==> config.mk <==
export PLATFORM = sky130hd
export DESIGN_NAME = keypad_scanner
export DESIGN_NICKNAME = d
export VERILOG_FILES = /design/src/rtl/keypad_pkg.sv /design/src/rtl/event_fifo.sv /design/src/rtl/keypad_scanner.sv
export SDC_FILE = /design/constraint.sdc
export NUM_CORES = 1
export LEC_CHECK = 0
export ABC_AREA = 1
export BUFFER_PORTS_ARGS = -buffer_cell sky130_fd_sc_hd__buf_2
export CAP_MARGIN = 10
export CORE_AREA = 2 2 171 131
export DETAILED_ROUTE_END_ITERATION = 10
export DIE_AREA = 0 0 173 133
export PLACE_DENSITY = 0.47
export SYNTH_ARGS = -nofsm -noshare
export SYNTH_HDL_FRONTEND = slang
export SYNTH_SLANG_ARGS = --single-unit
==> constraint.sdc <==
create_clock -name clk -period 8.9 [get_ports clk]
set_input_delay 0.89 -clock clk [delete_from_list [all_inputs] [get_ports clk]]
set_output_delay 0.89 -clock clk [all_outputs]
set_load 0.01 [all_outputs]
==> src/rtl/keypad_pkg.sv <==
// keypad_pkg: shared scan-state and key-event types for the keypad scanner
package keypad_pkg;

    typedef enum logic [1:0] {IDLE, DRIVE, EVAL} scan_state_t;

    function automatic int key_width(input int rows, input int cols);
        return (rows * cols > 1) ? $clog2(rows * cols) : 1;
    endfunction

    localparam int MAX_ROWS = 16;
    localparam int MAX_COLS = 16;
    localparam int KEY_W = key_width(MAX_ROWS, MAX_COLS);

    typedef struct packed {
        logic             press;
        logic [KEY_W-1:0] key;
    } key_event_t;

endpackage

==> src/rtl/event_fifo.sv <==
// event_fifo: synchronous key-event queue whose head is held in output registers
module event_fifo
    import keypad_pkg::*;
#(
    parameter int DEPTH = 4
) (
    input  logic       clk,
    input  logic       reset,
    input  logic       push,
    input  key_event_t push_data,
    output logic       full,
    input  logic       pop,
    output logic       empty,
    output logic       out_valid,
    output key_event_t out_data
);

    localparam int AW = DEPTH > 1 ? $clog2(DEPTH) : 1;
    localparam int CW = $clog2(DEPTH + 1);

    key_event_t    mem [DEPTH];
    logic [AW-1:0] wr_ptr, rd_ptr, rd_next;
    logic [CW-1:0] count, count_next;
    logic          do_push, do_pop;
    key_event_t    head_next;

    function automatic logic [AW-1:0] inc(input logic [AW-1:0] p);
        return (p == AW'(DEPTH - 1)) ? '0 : p + 1'b1;
    endfunction

    assign full  = count == CW'(DEPTH);
    assign empty = count == '0;

    // An incoming event becomes the head directly when nothing older remains
    always_comb begin
        do_pop     = pop && !empty;
        do_push    = push && (!full || do_pop);
        rd_next    = do_pop ? inc(rd_ptr) : rd_ptr;
        count_next = count + CW'(do_push) - CW'(do_pop);
        head_next  = (do_push && count == CW'(do_pop)) ? push_data : mem[rd_next];
    end

    always_ff @(posedge clk) begin
        if (do_push) mem[wr_ptr] <= push_data;
    end

    always_ff @(posedge clk or posedge reset) begin
        if (reset) begin
            wr_ptr    <= '0;
            rd_ptr    <= '0;
            count     <= '0;
            out_valid <= 1'b0;
            out_data  <= '0;
        end else begin
            wr_ptr    <= do_push ? inc(wr_ptr) : wr_ptr;
            rd_ptr    <= rd_next;
            count     <= count_next;
            out_valid <= count_next != '0;
            out_data  <= (count_next != '0) ? head_next : out_data;
        end
    end

endmodule

==> src/rtl/keypad_scanner.sv <==
// keypad_scanner: column-scanned matrix keypad with one time-shared debounce
// filter and a valid/ready press/release event queue
module keypad_scanner
    import keypad_pkg::*;
#(
    parameter int ROWS           = 4,
    parameter int COLS           = 4,
    parameter int SCAN_DIV       = 1000,
    parameter int DEBOUNCE_SCANS = 4,
    parameter int FIFO_DEPTH     = 4
) (
    input  logic                             clk,
    input  logic                             reset,
    input  logic                             enable,
    output logic [COLS-1:0]                  col_n,
    input  logic [ROWS-1:0]                  row_n,
    output logic [ROWS*COLS-1:0]             keys,
    output logic                             ev_valid,
    input  logic                             ev_ready,
    output logic                             ev_press,
    output logic [key_width(ROWS, COLS)-1:0] ev_key,
    output logic                             overflow
);

    localparam int NK  = ROWS * COLS;
    localparam int KW  = key_width(ROWS, COLS);
    localparam int RW  = ROWS > 1 ? $clog2(ROWS) : 1;
    localparam int CLW = COLS > 1 ? $clog2(COLS) : 1;
    localparam int DW  = $clog2(SCAN_DIV);
    localparam int NW  = $clog2(DEBOUNCE_SCANS + 1);

    scan_state_t     state;
    logic [ROWS-1:0] row_s1, row_s2, rowcap;
    logic [CLW-1:0]  c, c_next;
    logic [RW-1:0]   r;
    logic [DW-1:0]   div;
    logic [NW-1:0]   cnt [NK];
    logic [KW-1:0]   k;
    logic            differ, flip, pop, fifo_full, fifo_empty;
    key_event_t      push_ev, head;

    always_ff @(posedge clk or posedge reset) begin
        if (reset) begin
            row_s1 <= '1;
            row_s2 <= '1;
        end else begin
            row_s1 <= row_n;
            row_s2 <= row_s1;
        end
    end

    always_comb begin
        k             = KW'(r) * KW'(COLS) + KW'(c);
        c_next        = (c == CLW'(COLS - 1)) ? '0 : c + 1'b1;
        differ        = rowcap[r] != keys[k];
        flip          = state == EVAL && differ && cnt[k] == NW'(DEBOUNCE_SCANS - 1);
        push_ev.press = !keys[k];
        push_ev.key   = KEY_W'(k);
        pop           = ev_ready && !fifo_empty;
    end

    // EVAL visits one row of the latched column per cycle, so a single
    // comparator and counter update serve every key in turn
    always_ff @(posedge clk or posedge reset) begin
        if (reset) begin
            state    <= IDLE;
            col_n    <= '1;
            c        <= '0;
            r        <= '0;
            div      <= '0;
            rowcap   <= '0;
            keys     <= '0;
            overflow <= 1'b0;
            for (int i = 0; i < NK; i++) cnt[i] <= '0;
        end else begin
            overflow <= flip && fifo_full && !pop;
            case (state)
                IDLE: begin
                    div   <= '0;
                    state <= enable ? DRIVE : IDLE;
                    col_n <= enable ? ~(COLS'(1) << c) : '1;
                end
                DRIVE: begin
                    if (div == DW'(SCAN_DIV - 1)) begin
                        rowcap <= ~row_s2;
                        div    <= '0;
                        r      <= '0;
                        state  <= EVAL;
                    end else begin
                        div <= div + 1'b1;
                    end
                end
                default: begin
                    if (!differ) begin
                        cnt[k] <= '0;
                    end else if (flip) begin
                        keys[k] <= !keys[k];
                        cnt[k]  <= '0;
                    end else begin
                        cnt[k] <= cnt[k] + 1'b1;
                    end
                    if (r == RW'(ROWS - 1)) begin
                        c     <= c_next;
                        state <= enable ? DRIVE : IDLE;
                        col_n <= enable ? ~(COLS'(1) << c_next) : '1;
                    end else begin
                        r <= r + 1'b1;
                    end
                end
            endcase
        end
    end

    event_fifo #(.DEPTH(FIFO_DEPTH)) u_fifo (
        .clk       (clk),
        .reset     (reset),
        .push      (flip),
        .push_data (push_ev),
        .full      (fifo_full),
        .pop       (pop),
        .empty     (fifo_empty),
        .out_valid (ev_valid),
        .out_data  (head)
    );

    assign ev_press = head.press;
    assign ev_key   = KW'(head.key);

endmodule
# Word level (Yosys, flattened, before mapping)
# Memory sizes are Yosys's and may differ from the RTL's.
# Cells that the tools add are included.
# Widths: inputs -> output; s select.
# op_classes
n_eq_ne	13
n_mux	35
bitwise_logic	9
n_div	0
reduce_logical	28
n_mul	0
n_shift	2
n_addsub	9
magnitude_cmp	5
# op_table
cell	count
$mux 48	2
$and 48x48->48	1
$bwmux 48	1
$not 48->48	1
$pmux 10 s2	1
$bwmux 16	1
$mux 2	8
$bmux 3 s4	1
$demux 3 s4	1
$mux 4	3
$not 4->4	3
$add 10x1->10 const B	1
$eq 10x10->1 const B	1
$eq 2x2->1 const B	5
$logic_and 1x1->1	10
$mux 10	1
$mux 3	3
$mux 9	1
$add 2x1->2 const B	4
$pmux 2 s2	2
$pmux 4 s2	1
$reduce_and 2->1	4
$shl 1x2->4 const A	2
$mux 1	6
other kinds (29)	37
# totals
latchBits	0
n_memories	1
elab_cells	134
rom_bits	0
output_inout_bits	27
ram_bits	20
ff_bits	110
input_bits	8
# memory_table
memory	words	width	read_ports	rd_clocked_by_memory_dff	write_ports	line_no	text
u_fifo.mem	4	5	1	0	1	event_fifo.sv:21	key_event_t mem [DEPTH];

# Longest topological paths before layout
# depth
depth_word	11
depth_mapped	23

# Hierarchy
# A second synthesis with hierarchy kept.
# hier_totals
cells_unflattened	869
area_unflattened_um2	7485.9
# by_module_without_submodules
mod	n_inst	cells_each	area_each_um2	seq_area_each_um2
keypad_scanner	1	611	4951.0	2442.3
event_fifo	1	258	2534.9	1506.4

# Worst setup path before layout
# Ideal clock, no wire load.
# synth_path
path_kind	reg-to-reg
start	register c[0]
end	register u_fifo.out_data[0] (netlist bit)
setup_ps	118
slack_ps	4783
arrival_time_ps	3999
stages_incl_launch_ff	24
required_time_ps	8782
path_buffers	5
synth_period_minus_slack_ps	4117
path_cell_list	dfrtp_1 -> buf_6 -> buf_6 -> buf_2 -> buf_1 -> nand2_1 -> o211ai_1 -> nand3_1 -> nand3_1 -> nand2_1 -> ha_1 -> ha_1 -> nand3_1 -> inv_1 -> nand3_4 -> nor2_4 -> buf_6 -> ha_1 -> fa_1 -> xor2_1 -> nor3_1 -> inv_1 -> nand3_1 -> nand2_1
# synth_between
elab_chain_cells	11
elab_cells_between_ends	17
classes_between	add/sub: 3; eq/ne: 2; mux: 6; bitwise: 1; reduce/logical: 5
# synth_lines
item	line_no	text
start: declaration	keypad_scanner.sv:34	logic [CLW-1:0] c, c_next;
start signal: assignment	keypad_scanner.sv:103	c <= c_next;
$add 4x2->4 (*)	keypad_scanner.sv:53	k = KW'(r) * KW'(COLS) + KW'(c);
$not 4->5 (implied by the code)	keypad_scanner.sv:56	flip = state == EVAL && differ && cnt[k] == NW'(DEBOUNCE_SCANS - 1);
$bmux 3 s4	keypad_scanner.sv:56	
$mux 3 (implied by the code) (2 in a row)	keypad_scanner.sv:56	
$eq 3x2->1	keypad_scanner.sv:56	
$logic_and 1x1->1 (*)	keypad_scanner.sv:56	
$logic_and 1x1->1 (*)	event_fifo.sv:37	do_push = push && (!full || do_pop);
net u_fifo.do_push	event_fifo.sv:24	logic do_push, do_pop;
$add 3x1->3 (*)	event_fifo.sv:39	count_next = count + CW'(do_push) - CW'(do_pop);
$sub 3x1->3 (*)	event_fifo.sv:39	
net u_fifo.count_next[2]	event_fifo.sv:23	logic [CW-1:0] count, count_next;
$reduce_bool 3->1 (*)	event_fifo.sv:59	out_data <= (count_next != '0) ? head_next : out_data;
end signal: assignment	event_fifo.sv:59	
end: declaration	event_fifo.sv:15	output key_event_t out_data
# Mark *: on every way through the listed nets, which the timed path passes. The rest lies on a longest branch. The select of a mux whose other input is x is not followed.
# A chain may end at the register's enable or synchronous reset.

# Worst setup path in the final report
# layout_path
start	register c[1]
end	register u_fifo.out_data[8] (netlist bit)
# layout_between
elab_chain_cells	11
elab_cells_between_ends	18
classes_between	add/sub: 3; eq/ne: 2; mux: 6; bitwise: 1; reduce/logical: 6
# layout_lines
item	line_no
$add 4x2->4 (*)	keypad_scanner.sv:53
$not 4->5 (implied by the code)	keypad_scanner.sv:56
$bmux 3 s4	keypad_scanner.sv:56
$mux 3 (implied by the code) (2 in a row)	keypad_scanner.sv:56
$eq 3x2->1	keypad_scanner.sv:56
$logic_and 1x1->1 (*)	keypad_scanner.sv:56
$logic_and 1x1->1 (*)	event_fifo.sv:37
$add 3x1->3 (*)	event_fifo.sv:39
$sub 3x1->3 (*)	event_fifo.sv:39
net u_fifo.count_next[2]	event_fifo.sv:23
$reduce_bool 3->1 (*)	event_fifo.sv:59
# Marks and branches as above.

==> flow_summary.ini <==
[routing]
route.detailed.drc = 0
final_wirelength_um = 16500
drt_first_pass_iters = 5
via_per_inst = 4.58
drt_first_iter_violations = 368
antenna_left = 0
detail_route.wl_per_cell_um = 15.8
via_count = 4779

[worst_setup_path]
cp-start-kind = register
critical_path_arrival_ns = 5.21
critPathKind = reg2reg
endpoint_kind_of_the_worst_setup_timing_path = register
req_time_crit_path_ns = 9.20
path_max_fanout = 24

[clock_network]
numCtsBuffers = 17
setup_bufs_post_cts = 0
clock-sinks = 130
cts-hold-fix-buffers = 0
cts_tree = done
htree_levels = 4
cts.reportedPaths.clkPinSlew_ns = 0.06
cts_root_buffer = sky130_fd_sc_hd__clkbuf_16
cts_resized = 0
clock_insertion_delay_worst_skew_ns = 0.43
clk_path_buf_depth = 2

[grt]
grt_use_total_pct = 15.0
number_of_global_route_vias_before_repair = 4516
maximum_number_of_pins_on_one_net_before_global_route_repair = 71
grt.overflow.total = 0
initial_antenna_violation_count = 0
grt_first_pass_wirelength_um = 26500

[timing]
final.setup.worst_slack_ns = 3.99
skew_ns = 0.0127
post-route-period-util_pct = 55.2
finalHoldViolCount = 0
setup_viol = 0
final_slew_violations = 0
slew_margin_rel_pct = 38.4
fin_setup_tns_ns = 0
setup_repair_after_global_routing_missed_its_margin = false
whs_ns = 0.353
final_critical_period_ns = 4.91
max_freq_mhz = 204
transition_time_at_the_pin_with_the_least_slew_margin_ns = 0.924

[floorplan]
die-width_um = 173
design.portCount = 35
placement_rows = 47
dieArea_um2 = 23000
start_util_pct = 29.4
die_height_um = 133
placeableCoreArea_um2 = 21500

[layout]
final_area_um2 = 7280
number_of_inserted_diodes = 0
fin_util_pct = 33.8
stdcell_count = 1044
design.final.nets = 766
layout-drive-gt1-share_pct = 13.1
syn_to_final_growth_pct = 15.1

[synthesis]
flip_flop_cell_with_the_highest_count_after_synthesis = sky130_fd_sc_hd__dfrtp_1
sequential_area_share_after_synthesis_pct = 53.3
ys_seq_elements = 130
synth_area_per_cell_um2 = 8.94
yosys.cell_count.top_type = sky130_fd_sc_hd__nand2_1
synthArstFlopShare_pct = 84.6
yosys.area.top_type = sky130_fd_sc_hd__dfrtp_1
synth.lib_cells_used.distinct = 44
synthTopCellsByCount = 201 x sky130_fd_sc_hd__nand2_1, 98 x sky130_fd_sc_hd__dfrtp_1, 66 x sky130_fd_sc_hd__inv_1
synth_warn = 0
postSynthCellCount = 707
top_area_cell_type_share_of_the_netlist_area_pct = 38.8
synthesis.nets = 736
synth_area_leaders = sky130_fd_sc_hd__dfrtp_1 39%, sky130_fd_sc_hd__nand2_1 12%, sky130_fd_sc_hd__edfxtp_1 9.5%
synth-edff-count = 20
synth.cell_area_um2 = 6320

[placed_design]
placed_cell_area_um2 = 6700
numPortBuffers = 34
final_hpwl_dp_um = 11300
dpl_worst_slack_ns = 4.03
place_inst = 1012
placer_congestion_estimate = 0.798

[run_status]
outcome = complete, no violations

[power_and_ir_drop]
leakage_nw = 3.24
vdd.ir_drop.worst_mv = 0.115
total_power_mw = 1.56
power_per_cell_area_nw_per_um2 = 214

[run]
maxCapViolations = 0

[hold_path]
timing.hold.worst.class = reg2reg
==> final cells by class <==
type,instances,area [µm²]
clock buffer,19,433
clock inverter,13,144
fill,2247,14200
inverter,71,277
multi-input combinational,480,2500
sequential,130,3370
tap,294,368
timing repair buffer,37,193
==> worst max-delay path: stages (launching register included) <==
cell                       delay, ns
sky130_fd_sc_hd__dfrtp_1        0.87
sky130_fd_sc_hd__inv_2          0.37
sky130_fd_sc_hd__o21ai_0        0.19
sky130_fd_sc_hd__o22ai_1        0.10
sky130_fd_sc_hd__o211ai_1       0.31
sky130_fd_sc_hd__nand2_1        0.10
sky130_fd_sc_hd__ha_1           0.21
sky130_fd_sc_hd__ha_1           0.19
sky130_fd_sc_hd__nand3_1        0.27
sky130_fd_sc_hd__inv_1          0.16
sky130_fd_sc_hd__nand3_4        0.15
sky130_fd_sc_hd__nor2_4         0.08
sky130_fd_sc_hd__ha_1           0.21
sky130_fd_sc_hd__fa_1           0.38
sky130_fd_sc_hd__xor2_1         0.19
sky130_fd_sc_hd__nor3_1         0.50
sky130_fd_sc_hd__inv_1          0.29
sky130_fd_sc_hd__nand3_1        0.16
sky130_fd_sc_hd__nand2_1        0.05
==> registers in the layout, indices dropped and copies added, names as in the netlist <==
signal / count
div: 10
u_fifo.out_valid: 1
rowcap: 4
cnt: 48
r: 2
state: 2
row_s1: 4
u_fifo.wr_ptr: 2
u_fifo.out_data: 5
row_s2: 4
keys: 16
c: 2
u_fifo.count: 3
u_fifo.mem: 20
overflow: 1
col_n: 4
u_fifo.rd_ptr: 2
==> metal layers <==
metal	part of all wire, %	routed length (µm)	up-vias	track usage, %
met5	0	0	-	0
met4	1.0	167	0	5.08
li1	-	-	2401	-
met2	39	6390	98	19.6
met3	4.3	702	14	3.42
met1	56	9200	2266	23.8
==> cells by family after synthesis <==
kind of cell / count (synthesis) / synth area share, %
DFF: 130 / 53.3
muxes: 6 / 0.950
and+or+nand+nor: 317 / 22.1
buffers and inverters: 97 / 7.24
xor gates and xnor gates: 4 / 0.554
AOI/OAI and AO/OA: 132 / 11.6
adders and majority gates: 21 / 4.27
==> worst paths after layout <==
check	cells after the start	end	startpoint	slack (ns)
min	0	row_s2[3]	row_s1[3]	0.35
min in group asynchronous	2	keys[10]	reset	0.52
max reg2reg	18	u_fifo.out_data[8]	c[1]	3.99
max	18	u_fifo.out_data[8]	c[1]	3.99
max in group asynchronous	3	u_fifo.count[0]	reset	7.07
min reg2reg	0	row_s2[3]	row_s1[3]	0.35
==> cells in the final DEF, fill, tap and decap left out, types with 3 or more instances in the layout <==
master,count
sky130_fd_sc_hd__o22ai_1,6
sky130_fd_sc_hd__nand3_2,5
sky130_fd_sc_hd__o221ai_1,3
sky130_fd_sc_hd__nor3_1,4
sky130_fd_sc_hd__bufinv_16,3
sky130_fd_sc_hd__nand3_1,53
sky130_fd_sc_hd__buf_2,34
sky130_fd_sc_hd__o21ai_1,31
sky130_fd_sc_hd__edfxtp_1,20
sky130_fd_sc_hd__mux2i_1,6
sky130_fd_sc_hd__xor2_1,3
sky130_fd_sc_hd__clkinv_1,4
sky130_fd_sc_hd__buf_4,3
sky130_fd_sc_hd__nand2_2,3
sky130_fd_sc_hd__o21a_1,6
sky130_fd_sc_hd__ha_1,20
sky130_fd_sc_hd__a221oi_1,3
sky130_fd_sc_hd__o21ai_0,56
sky130_fd_sc_hd__dfstp_2,12
sky130_fd_sc_hd__dfrtp_1,98
sky130_fd_sc_hd__clkinv_2,4
sky130_fd_sc_hd__inv_1,65
sky130_fd_sc_hd__nor2_1,38
sky130_fd_sc_hd__a21oi_1,19
sky130_fd_sc_hd__clkbuf_16,17
sky130_fd_sc_hd__nand2_1,201
sky130_fd_sc_hd__clkinvlp_4,3
sky130_fd_sc_hd__o211ai_1,4
==> report_power, final <==
group | leakage, nW | switching (mW) | internal (mW)
Sequential | 1.60 | 0.0164 | 0.632
Combinational | 1.37 | 0.146 | 0.0682
Clock | 0.275 | 0.258 | 0.434
Total | 3.24 | 0.421 | 1.13
Power figures use the tool's default switching activity.
